## config.mk

```make
export PLATFORM = sky130hd
export DESIGN_NAME = daq_spi_3wire_bridge_flat
export DESIGN_NICKNAME = d
export VERILOG_FILES = /design/src/rtl/daq_spi_pkg.sv /design/src/rtl/daq_spi_3wire_bridge_if.sv /design/src/rtl/daq_sync_edge.sv /design/src/rtl/daq_spi_3wire_bridge.sv /design/src/flat_wrapper.sv
export SDC_FILE = /design/constraint.sdc
export NUM_CORES = 1
export LEC_CHECK = 0
export CAP_MARGIN = 20
export CORE_AREA = 10 10 63 65
export CTS_CLUSTER_SIZE = 8
export DETAILED_ROUTE_END_ITERATION = 8
export DIE_AREA = 0 0 73 75
export GPL_TIMING_DRIVEN = 0
export PLACE_DENSITY = 0.8
export SLEW_MARGIN = 20
export SYNTH_ARGS = -nofsm -noshare
export SYNTH_HDL_FRONTEND = slang
export SYNTH_SLANG_ARGS = --single-unit
export TNS_END_PERCENT = 10
```

## constraint.sdc

```tcl
create_clock -name clk -period 1.6 [get_ports clk]
set_input_delay 0.24 -clock clk [delete_from_list [all_inputs] [get_ports clk]]
set_output_delay 0.24 -clock clk [all_outputs]
set_load 0.05 [all_outputs]
```

## src/rtl/daq_spi_pkg.sv

```systemverilog
// Shared types and constants for the DAQ 3-wire SPI bridge.
//   spi_state_e : bridge FSM state encoding
//   SPI_RW_READ : value of the instruction's first bit that selects a read
//   cnt_width() : width of the instruction bit counter
package daq_spi_pkg;

  typedef enum logic [2:0] {
    IDLE,
    INSTR,
    WDATA,
    RDATA,
    ABORT
  } spi_state_e;

  localparam logic SPI_RW_READ = 1'b1;

  // Counter must be able to hold INSTR_BITS itself, since it saturates there.
  function automatic int cnt_width(input int instr_bits);
    return $clog2(instr_bits + 1);
  endfunction

endpackage

```

## src/rtl/daq_spi_3wire_bridge_if.sv

```systemverilog
// Pin bundle of the 3-wire SPI bridge.
//   spi_csn/spi_clk/spi_mosi/spi_miso : 4-wire side toward the PS SPI master
//   sdio_i/sdio_o/sdio_t              : shared bidirectional SDIO pad (t=1 released)
//   busy/rd_active/err_multi_cs       : status toward the fabric
// slave modport is the bridge's view, master modport is the PS/pad side.
interface daq_spi_3wire_bridge_if #(
  parameter int NUM_CS = 2
);

  logic [NUM_CS-1:0] spi_csn;
  logic              spi_clk;
  logic              spi_mosi;
  logic              spi_miso;
  logic              sdio_i;
  logic              sdio_o;
  logic              sdio_t;
  logic              busy;
  logic              rd_active;
  logic              err_multi_cs;

  modport slave (
    input  spi_csn, spi_clk, spi_mosi, sdio_i,
    output spi_miso, sdio_o, sdio_t, busy, rd_active, err_multi_cs
  );

  modport master (
    output spi_csn, spi_clk, spi_mosi, sdio_i,
    input  spi_miso, sdio_o, sdio_t, busy, rd_active, err_multi_cs
  );

endinterface

```

## src/rtl/daq_sync_edge.sv

```systemverilog
// STAGES-deep synchroniser for a WIDTH-bit input, with optional per-bit
// rise/fall pulses derived from the synchronised value.
//   clk, resetn : fabric clock, async active-low reset
//   d           : asynchronous input
//   q           : synchronised output (reset value RST_VAL on every bit)
//   rise, fall  : one-cycle pulses on q edges (tied low when EDGE_EN=0)
module daq_sync_edge #(
  parameter int   WIDTH   = 1,
  parameter int   STAGES  = 2,
  parameter logic RST_VAL = 1'b0,
  parameter bit   EDGE_EN = 1'b1
) (
  input  logic             clk,
  input  logic             resetn,
  input  logic [WIDTH-1:0] d,
  output logic [WIDTH-1:0] q,
  output logic [WIDTH-1:0] rise,
  output logic [WIDTH-1:0] fall
);

  logic [WIDTH-1:0] sync_r [STAGES];

  always_ff @(posedge clk or negedge resetn) begin
    if (!resetn) begin
      for (int i = 0; i < STAGES; i++) sync_r[i] <= {WIDTH{RST_VAL}};
    end else begin
      sync_r[0] <= d;
      for (int i = 1; i < STAGES; i++) sync_r[i] <= sync_r[i-1];
    end
  end

  assign q = sync_r[STAGES-1];

  generate
    if (EDGE_EN) begin : g_edge
      logic [WIDTH-1:0] prev_r;

      always_ff @(posedge clk or negedge resetn) begin
        if (!resetn) prev_r <= {WIDTH{RST_VAL}};
        else         prev_r <= q;
      end

      assign rise = q & ~prev_r;
      assign fall = ~q & prev_r;
    end else begin : g_no_edge
      assign rise = '0;
      assign fall = '0;
    end
  endgenerate

endmodule

```

## src/rtl/daq_spi_3wire_bridge.sv

```systemverilog
// 3-wire SPI bridge: oversamples the PS 4-wire SPI pins in the clk domain,
// drives SDIO during the instruction and write phases, and releases SDIO
// for the read data phase when the instruction's R/W bit selects a read.
// Illegal multi-select patterns abort the transaction with a one-cycle flag.
//   clk, resetn : fabric clock (>= 8x SPI clock), async active-low reset
//   bus         : slave view of daq_spi_3wire_bridge_if (SPI pins, SDIO pad, status)
//   xfer_cnt    : completed-transfer count, only with DAQ_SPI_XFER_CNT_EN defined
//
// state | meaning
// IDLE  | no chip select low, SDIO released
// INSTR | shifting instruction, bridge drives SDIO from mosi
// WDATA | write data phase, bridge drives SDIO from mosi
// RDATA | read data phase, SDIO released, pad data returned on miso
// ABORT | illegal select seen, SDIO released until all csn high
module daq_spi_3wire_bridge
  import daq_spi_pkg::*;
#(
  parameter int NUM_CS      = 2,
  parameter int INSTR_BITS  = 16,
  parameter int SYNC_STAGES = 2
) (
  input  logic clk,
  input  logic resetn,
  daq_spi_3wire_bridge_if.slave bus
`ifdef DAQ_SPI_XFER_CNT_EN
  ,
  output logic [15:0] xfer_cnt
`endif
);

  localparam int            CW      = cnt_width(INSTR_BITS);
  localparam logic [CW-1:0] BIT_MAX = CW'(INSTR_BITS);

  logic [NUM_CS-1:0] csn_s, cs_low, csn_rise_unused, csn_fall_unused;
  logic              mosi_s, mosi_rise_unused, mosi_fall_unused;
  logic              sclk_s_unused, sclk_rise, sclk_fall;
  logic              cs_any, cs_multi, cs_changed;

  spi_state_e        state;
  logic [CW-1:0]     bit_cnt;
  logic              rw;
  logic [NUM_CS-1:0] cs_sel;
  logic              sdio_o_r, sdio_t_r, miso_r, busy_r, rd_active_r, err_r;

  // Chip selects idle high, so their synchroniser resets to all ones.
  daq_sync_edge #(.WIDTH(NUM_CS), .STAGES(SYNC_STAGES), .RST_VAL(1'b1), .EDGE_EN(1'b0)) u_sync_csn (
    .clk(clk), .resetn(resetn), .d(bus.spi_csn),
    .q(csn_s), .rise(csn_rise_unused), .fall(csn_fall_unused)
  );

  daq_sync_edge #(.WIDTH(1), .STAGES(SYNC_STAGES), .RST_VAL(1'b0), .EDGE_EN(1'b1)) u_sync_sclk (
    .clk(clk), .resetn(resetn), .d(bus.spi_clk),
    .q(sclk_s_unused), .rise(sclk_rise), .fall(sclk_fall)
  );

  daq_sync_edge #(.WIDTH(1), .STAGES(SYNC_STAGES), .RST_VAL(1'b0), .EDGE_EN(1'b0)) u_sync_mosi (
    .clk(clk), .resetn(resetn), .d(bus.spi_mosi),
    .q(mosi_s), .rise(mosi_rise_unused), .fall(mosi_fall_unused)
  );

  assign cs_low     = ~csn_s;
  assign cs_any     = |cs_low;
  // Clearing the lowest set bit leaves something only if two or more were set.
  assign cs_multi   = |(cs_low & (cs_low - NUM_CS'(1)));
  assign cs_changed = (csn_s != cs_sel);

  always_ff @(posedge clk or negedge resetn) begin
    if (!resetn) begin
      state       <= IDLE;
      bit_cnt     <= '0;
      rw          <= 1'b0;
      cs_sel      <= '1;
      sdio_o_r    <= 1'b0;
      sdio_t_r    <= 1'b1;
      miso_r      <= 1'b0;
      busy_r      <= 1'b0;
      rd_active_r <= 1'b0;
      err_r       <= 1'b0;
    end else begin
      err_r  <= 1'b0;
      miso_r <= 1'b0;
      case (state)
        IDLE: begin
          bit_cnt <= '0;
          if (cs_multi) begin
            state  <= ABORT;
            busy_r <= 1'b1;
            err_r  <= 1'b1;
          end else if (cs_any) begin
            state    <= INSTR;
            cs_sel   <= csn_s;
            busy_r   <= 1'b1;
            sdio_t_r <= 1'b0;
            sdio_o_r <= mosi_s;
          end
        end
        ABORT: begin
          if (!cs_any) begin
            state  <= IDLE;
            busy_r <= 1'b0;
          end
        end
        default: begin
          // Deselect takes priority over any SCLK edge seen in the same cycle.
          if (!cs_any) begin
            state       <= IDLE;
            busy_r      <= 1'b0;
            sdio_t_r    <= 1'b1;
            sdio_o_r    <= 1'b0;
            rd_active_r <= 1'b0;
          end else if (cs_multi || cs_changed) begin
            state       <= ABORT;
            err_r       <= 1'b1;
            sdio_t_r    <= 1'b1;
            sdio_o_r    <= 1'b0;
            rd_active_r <= 1'b0;
          end else begin
            case (state)
              INSTR: begin
                sdio_o_r <= mosi_s;
                if (sclk_rise) begin
                  if (bit_cnt == '0)     rw      <= mosi_s;
                  if (bit_cnt != BIT_MAX) bit_cnt <= bit_cnt + CW'(1);
                end
                // Turn around only on the fall after the last instruction bit,
                // so SDIO is never released in the middle of a bit.
                if (sclk_fall && bit_cnt == BIT_MAX) begin
                  if (rw == SPI_RW_READ) begin
                    state       <= RDATA;
                    sdio_t_r    <= 1'b1;
                    sdio_o_r    <= 1'b0;
                    rd_active_r <= 1'b1;
                  end else begin
                    state <= WDATA;
                  end
                end
              end
              WDATA:   sdio_o_r <= mosi_s;
              RDATA:   miso_r   <= bus.sdio_i;
              default: ;
            endcase
          end
        end
      endcase
    end
  end

`ifdef DAQ_SPI_XFER_CNT_EN
  always_ff @(posedge clk or negedge resetn) begin
    if (!resetn) xfer_cnt <= '0;
    else if ((state == INSTR || state == WDATA || state == RDATA) && !cs_any)
      xfer_cnt <= xfer_cnt + 16'd1;
  end
`endif

  assign bus.sdio_o       = sdio_o_r;
  assign bus.sdio_t       = sdio_t_r;
  assign bus.spi_miso     = miso_r;
  assign bus.busy         = busy_r;
  assign bus.rd_active    = rd_active_r;
  assign bus.err_multi_cs = err_r;

endmodule

```

## src/flat_wrapper.sv

```systemverilog
// flat-port wrapper written by rule: the top's interface ports become plain ports
module daq_spi_3wire_bridge_flat import daq_spi_pkg::*;
#(
  parameter int NUM_CS      = 2,
  parameter int INSTR_BITS  = 16,
  parameter int SYNC_STAGES = 2
)
  (clk, resetn, bus_spi_csn, bus_spi_clk, bus_spi_mosi, bus_sdio_i, bus_spi_miso, bus_sdio_o, bus_sdio_t, bus_busy, bus_rd_active, bus_err_multi_cs);
  daq_spi_3wire_bridge_if #(.NUM_CS(NUM_CS)) bus_i ();
  input  logic clk;
  input  logic resetn;
  input wire logic [$bits(bus_i.spi_csn)-1:0] bus_spi_csn;
  input wire logic [$bits(bus_i.spi_clk)-1:0] bus_spi_clk;
  input wire logic [$bits(bus_i.spi_mosi)-1:0] bus_spi_mosi;
  input wire logic [$bits(bus_i.sdio_i)-1:0] bus_sdio_i;
  output wire logic [$bits(bus_i.spi_miso)-1:0] bus_spi_miso;
  output wire logic [$bits(bus_i.sdio_o)-1:0] bus_sdio_o;
  output wire logic [$bits(bus_i.sdio_t)-1:0] bus_sdio_t;
  output wire logic [$bits(bus_i.busy)-1:0] bus_busy;
  output wire logic [$bits(bus_i.rd_active)-1:0] bus_rd_active;
  output wire logic [$bits(bus_i.err_multi_cs)-1:0] bus_err_multi_cs;
  assign bus_i.spi_csn = bus_spi_csn;
  assign bus_i.spi_clk = bus_spi_clk;
  assign bus_i.spi_mosi = bus_spi_mosi;
  assign bus_i.sdio_i = bus_sdio_i;
  assign bus_spi_miso = bus_i.spi_miso;
  assign bus_sdio_o = bus_i.sdio_o;
  assign bus_sdio_t = bus_i.sdio_t;
  assign bus_busy = bus_i.busy;
  assign bus_rd_active = bus_i.rd_active;
  assign bus_err_multi_cs = bus_i.err_multi_cs;
  daq_spi_3wire_bridge #(.NUM_CS(NUM_CS), .INSTR_BITS(INSTR_BITS), .SYNC_STAGES(SYNC_STAGES)) u_core (.clk(clk), .resetn(resetn), .bus(bus_i));
endmodule
```

# Word-level counts from Yosys, hierarchy flattened
# Cells that the tools add are included.
# Widths: inputs -> output; s select.
[totals]
regBits = 26
inputBits = 7
out_inout_bits = 6
elab_cells = 113
[op_classes]
add_sub_neg = 2
eq_ne = 20
n_mux = 45
bitwise = 10
n_reduce_logical = 19
[op_table]
columns = ["cell", "count"]
rows = [
  ["$mux 1", 27],
  ["$mux 5", 5],
  ["$mux 3", 7],
  ["$reduce_and 6->1", 3],
  ["$ne 4x4->1 const B", 3],
  ["$reduce_and 4->1", 3],
  ["$ne 5x5->1 const B", 2],
  ["$pmux 5 s2", 1],
  ["$ne 3x3->1 const B", 3],
  ["$ne 2x2->1 const B", 4],
  ["$pmux 1 s2", 4],
  ["$reduce_bool 2->1", 4],
  ["$eq 3x2->1 const B", 2],
  ["$not 1->1", 6],
  ["$pmux 3 s2", 1],
  ["$reduce_or 2->1", 3],
  ["$add 5x1->5 const B", 1],
  ["$eq 5x5->1 const B", 1],
  ["$logic_not 5->1", 1],
  ["$eq 3x1->1 const B", 1],
  ["$eq 3x3->1 const B", 1],
  ["$logic_not 3->1", 1],
  ["$ne 3x1->1 const B", 1],
  ["$reduce_and 3->1", 1],
  ["other kinds (9)", 10],
]

# Logic depth before layout (Yosys ltp)
[depth]
word_depth = 8
mapped_depth = 6
ltp_nobuf = 6

# By module
# A second synthesis with hierarchy kept.
[hier_totals]
hier_cells = 126
hier_area_um2 = 1277.5
[by_module_without_submodules]
columns = ["module", "n_inst", "cells_each", "area_per_inst_um2", "seq_area_each_um2"]
rows = [
  ["daq_spi_3wire_bridge", 1, 105, 964.7, 429.2],
  ["daq_sync_edge at u_core.u_sync_csn", 1, 11, 153.9, 105.1],
  ["daq_sync_edge at u_core.u_sync_sclk", 1, 5, 90.1, 75.1],
  ["daq_sync_edge at u_core.u_sync_mosi", 1, 5, 68.8, 50.0],
]

# Worst setup path before layout
# No wires, ideal clock.
[synth_path]
path_type = "register to register"
startpoint = "register u_core.u_sync_csn.sync_r, in the netlist u_core.u_sync_csn.q[0]"
endpoint = "register u_core.state[0]"
setup_ps = 125
t_arrival_ps = 1623
t_required_ps = 1475
setup_slack_ps = -148
stages_incl_launch_ff = 6
n_path_buf = 1
period_less_slack_ps = 1748
cell_sequence = "dfstp_2 buf_2 nand2_1 or2_2 a32oi_1 mux2_2"
[synth_between]
elab_chain_len = 8
word_cells_on_any_way = 16
cone_classes = "add/sub: 1; eq/ne: 5; mux: 4; bitwise: 2; reduce/logical: 4"
[synth_rtl]
columns = ["element", "line_no", "source"]
rows = [
  ["from (decl)", "daq_sync_edge.sv:21", "logic [WIDTH-1:0] sync_r [STAGES];"],
  ["$not 2->2", "daq_spi_3wire_bridge.sv:61", "assign cs_low = ~csn_s;"],
  ["$sub 2x1->2", "daq_spi_3wire_bridge.sv:64", "assign cs_multi = |(cs_low & (cs_low - NUM_CS'(1)));"],
  ["$and 2x2->2", "daq_spi_3wire_bridge.sv:64", ""],
  ["$reduce_or 2->1", "daq_spi_3wire_bridge.sv:64", ""],
  ["$logic_or 1x1->1", "daq_spi_3wire_bridge.sv:111", "end else if (cs_multi || cs_changed) begin"],
  ["$mux 3", "daq_spi_3wire_bridge.sv:111", ""],
  ["$mux 3", "daq_spi_3wire_bridge.sv:105", "if (!cs_any) begin"],
  ["$pmux 3 s2", "daq_spi_3wire_bridge.sv:82", "case (state)"],
  ["to (signal assigned)", "daq_spi_3wire_bridge.sv:86", "state <= ABORT;"],
  ["to (signal assigned)", "daq_spi_3wire_bridge.sv:106", "state <= IDLE;"],
  ["to (signal assigned)", "daq_spi_3wire_bridge.sv:112", "state <= ABORT;"],
  ["to (decl)", "daq_spi_3wire_bridge.sv:39", "spi_state_e state;"],
]
# Several ways; a longest one is shown, not always the timed one.
# A chain may end at the register's enable or synchronous reset.

# Worst setup path after layout
[layout_path]
startpoint = "register u_core.u_sync_csn.sync_r, in the netlist u_core.u_sync_csn.q[1]"
endpoint = "register u_core.bit_cnt[2]"
[layout_between]
elab_chain_len = 7
word_cells_on_any_way = 10
cone_classes = "add/sub: 1; eq/ne: 2; bitwise: 2; reduce/logical: 5"
[layout_rtl]
columns = ["element", "line_no", "source"]
rows = [
  ["$not 2->2", "daq_spi_3wire_bridge.sv:61", ""],
  ["$sub 2x1->2", "daq_spi_3wire_bridge.sv:64", ""],
  ["$and 2x2->2", "daq_spi_3wire_bridge.sv:64", ""],
  ["$reduce_or 2->1", "daq_spi_3wire_bridge.sv:64", ""],
  ["$logic_or 1x1->1", "daq_spi_3wire_bridge.sv:111", ""],
  ["$ne 2x2->1 (no line)", "n/a", ""],
  ["$reduce_and 6->1 (no line) (*)", "n/a", ""],
  ["to (signal assigned)", "daq_spi_3wire_bridge.sv:123", "if (bit_cnt != BIT_MAX) bit_cnt <= bit_cnt + CW'(1);"],
  ["to (decl)", "daq_spi_3wire_bridge.sv:40", "logic [CW-1:0] bit_cnt;"],
]
# Every way passes the cells marked *; elsewhere a longest branch is shown, timed or not.

==> impl_metrics.csv <==
group,metric,value,unit
outcome,outcome,"complete, but fails checks",
outcome,violations,"setup timing",
logic_synthesis,synth_edf_count,0,
sta,fin_worst_skew,0.006760,ns
floorplanning,die_y,75,um
placement,routabilityCongestion,0.8044,
floorplanning,io_pins,13,
detailed_routing,drt-pass1-iter-count,4,
global_routing,grt_pass1_vias,1079,
logic_synthesis,synth_top_family_by_area,"simple AND/OR/NAND/NOR gates",
sta,hold_viol_final,0,
clock_tree,cts_sinks,26,
pwr,netSwitchingPower,0.9800,mW
pwr,p_per_area,1429,nW/um^2
logic_synthesis,synth_cells,118,
cells_and_area,num_antenna_cells,0,
global_routing,grt_max_degree,27,
clock_tree,clkTransAtPathRegs,0.13,ns
sta,slew_headroom,62.84,%
logic_synthesis,async_reset_ff_share,100.0,%
detailed_routing,viasPerCell,5.855,
detailed_routing,wl,2953,um
cells_and_area,layoutNonFillerInstCount,179,
floorplanning,core,2710,um^2
detailed_routing,drc_errors,0,
sta,holdWs,0.3036,ns
sta,rsz0062_at_grt,"yes",
setup_path,critPathRequiredTime,1.86,ns
setup_path,path_class,"reg -> reg",
placement,numPortBuffers,12,
logic_synthesis,synthesis.nets,127,
run,drv_cap,0,
placement,hpwl,1891,um
logic_synthesis,synth_mux_area_share,2.632,%
worst_hold_path,hold_path.class,"in -> reg",
sta,worst_slack,-0.1141,ns
placement,place_inst,161,
setup_path,timing.rr.start,"u_core.u_sync_csn.q[1]",
setup_path,cp-end-kind,"register",
sta,drv_slew,0,
logic_synthesis,netlist-cell-type-count,46,
pwr,finalPower,2.536,mW
detailed_routing,wl_per_cell,16.50,um
setup_path,cp_max_fo,6,
pwr,p_leak,0.7236,nW
cells_and_area,multi_input_area,726.9,um^2
clock_tree,cts_tree,"built",
pwr,ir_drop,1.205,mV
clock_tree,cts_buffer_depth,2,
detailed_routing,antenna_left,0,
placement,dp_slack,-0.2939,ns
clock_tree,htreeDepth,1,
floorplanning,die_area,5475,um^2
logic_synthesis,synth-simple-area-share,21.44,%
clock_tree,cts_buffers,3,
logic_synthesis,synthXorXnorAreaFrac,0.6823,%
clock_tree,cts_root_buf,"clkbuf_4",
logic_synthesis,synth_seq_area_share,51.36,%
global_routing,overflow,0,
global_routing,antenna_found_initial,0,
sta,period_share,107.1,%
logic_synthesis,synth_flop_cell,"dfrtp_1",
cells_and_area,seqCellArea,660.6,um^2
worst_hold_path,min_from,"bus_spi_csn[1]",
setup_path,worstPathArrival,1.98,ns
pwr,p_int,1.556,mW
pwr,switching_share,38.64,%
clock_tree,clkLatencyLatePin,0.33,ns
cells_and_area,nFillCells,212,
global_routing,grt_usage,11.02,%
cells_and_area,layout-drive-gt1-share,41.89,%
logic_synthesis,synth_compound_area_share,18.13,%
logic_synthesis,syn_area,1284,um^2
logic_synthesis,synth_area_per_cell,10.88,um^2
logic_synthesis,synthAdderAreaFrac,2.729,%
setup_path,cp-startpoint,"u_core.u_sync_csn.q[1]",
floorplanning,start_util,47.37,%
sta,max_freq,0.5834,GHz
pwr,power_frac_seq,36.4,%
setup_path,cp-start-kind,"register",
sta,setup_violations,7,
detailed_routing,drt_iter0_drc,66,
global_routing,grt_pass1_wl,4843,um
pwr,p_comb_share,45.9,%
sta,fin_crit,1.714,ns
detailed_routing,vias,1048,
floorplanning,dieWidth,73,um
logic_synthesis,yosys_register_bits,26,
pwr,pwr-share-clk,17.6,%
sta,worstMarginPinSlew,0.5544,ns
cells_and_area,layout-area-overhead-vs-synth,38.21,%
floorplanning,fp-row-count,19,
logic_synthesis,yosys_warnings,0,
cells_and_area,layout.nets,158,
==> final timing paths <==
path / end / depth (start not counted) / slack, ns
max: u_core.bit_cnt[2] / 5 / -0.11
min in group asynchronous: u_core.bit_cnt[3] / 2 / 0.42
max in group asynchronous: u_core.state[1] / 2 / 0.78
min reg2reg: u_core.u_sync_csn.q[0] / 0 / 0.37
min: u_core.u_sync_csn.sync_r[3] / 1 / 0.30
max reg2reg: u_core.bit_cnt[2] / 5 / -0.11
==> metrics by stage <==
stage	TNS (ns)	area, um^2	util (%)
floorplan	-0.1886	1305	-
global placement	-1.046	1464	54.02
detailed placement	-2.646	1464	54.02
CTS	-0.6518	1644	60.66
global route	-1.058	1774	65.47
finish	-0.5787	1774	65.47
==> final cells by class <==
class,count,share of cell area [%]
multi-input cells,85,40.97
flip-flops and latches,26,37.24
repair buffers,26,13.89
well taps,31,2.186
plain buffers,4,2.116
clock inverters,1,1.693
clock buffers,3,1.269
inverters,3,0.6347
==> worst max-delay path: stages, from the launching register on <==
cell and delay (ns):
dfstp_2 0.56, buf_6 0.11, and4bb_4 0.27, o21ai_4 0.10
or4_4 0.48, a21oi_2 0.13
==> logic make-up (layout without fill, tap and decap cells) <==
kind of cell,after synthesis,count (layout)
AOI/OAI and AO/OA,33,33
xor gates and xnor gates,1,1
adders and majority gates,3,3
buffers and inverters,7,37
DFF,26,26
muxes,3,3
and+or+nand+nor,45,45
==> repair_timing <==
item	4_1_cts	5_1_grt
pin swaps	4	8
endpoints found under the hold margin	0	19
endpoints found under the setup margin	17	8
hold buffers	0	1
buffers inserted	6	7
resized for setup	23	13
==> registers in the layout, indices dropped and copies added, names as in the netlist <==
register / flops
u_core.bit_cnt: 5
u_core.bus.busy: 1
u_core.bus.err_multi_cs: 1
u_core.bus.rd_active: 1
u_core.bus.sdio_o: 1
u_core.bus.sdio_t: 1
u_core.bus.spi_miso: 1
u_core.cs_sel: 2
u_core.rw: 1
u_core.state: 3
u_core.u_sync_csn.q: 2
u_core.u_sync_csn.sync_r: 2
u_core.u_sync_mosi.q: 1
u_core.u_sync_mosi.sync_r: 1
u_core.u_sync_sclk.g_edge.prev_r: 1
u_core.u_sync_sclk.q: 1
u_core.u_sync_sclk.sync_r: 1
==> metal layers <==
metal / vias up / track usage [%] / part of all wire, % / wire length (um)
met4: 0 / 3.165 / 0.68 / 20
met5: - / 0 / 0 / 0
li1: 504 / - / - / -
met2: 36 / 19.20 / 50 / 1485
met1: 505 / 12.47 / 41 / 1223
met3: 3 / 3.811 / 7.6 / 223
==> power by group through the flow <==
| stage | combinational, mW | clock, mW | sequential (mW) |
|---|---|---|---|
| 2_1_floorplan | 0.562 | 0 | 1.07 |
| 3_5_place_dp | 0.970 | 0 | 0.932 |
| 4_1_cts | 1.07 | 0.460 | 0.923 |
| 6_report | 1.16 | 0.448 | 0.924 |
| 5_1_grt | 1.26 | 0.479 | 0.943 |
| 3_3_place_gp | 0.944 | 0 | 0.923 |
==> Yosys cell counts (all sizes together) (2+ instances only) <==
| cell type | n | area share, % |
|---|---|---|
| a21oi | 8 | 3.1 |
| and2b | 2 | 1.3 |
| and4bb | 2 | 2.2 |
| buf | 3 | 1.9 |
| dfrtp | 19 | 37 |
| dfstp | 7 | 14 |
| ha | 2 | 1.9 |
| inv | 3 | 0.88 |
| mux2 | 3 | 2.6 |
| nand2 | 8 | 2.3 |
| nand3 | 7 | 2.7 |
| nand4bb | 3 | 3.0 |
| nor2 | 10 | 3.1 |
| nor2b | 2 | 0.97 |
| o211ai | 3 | 1.8 |
| o21ai | 8 | 4.0 |
| o31ai | 3 | 1.8 |
| or2 | 2 | 0.97 |
| or4 | 3 | 1.8 |
==> layout by cell type, fill, tap and decap left out, drive strengths merged, types with 4 or more instances in the layout <==
cell / n
nand3: 7
clkbuf: 4
dfrtp: 19
o21ai: 8
clkdlybuf4s50: 5
nand2: 8
dlygate4sd2: 5
a21oi: 8
nor2: 10
buf: 17
dfstp: 7
(Power assumes the default switching activity.)
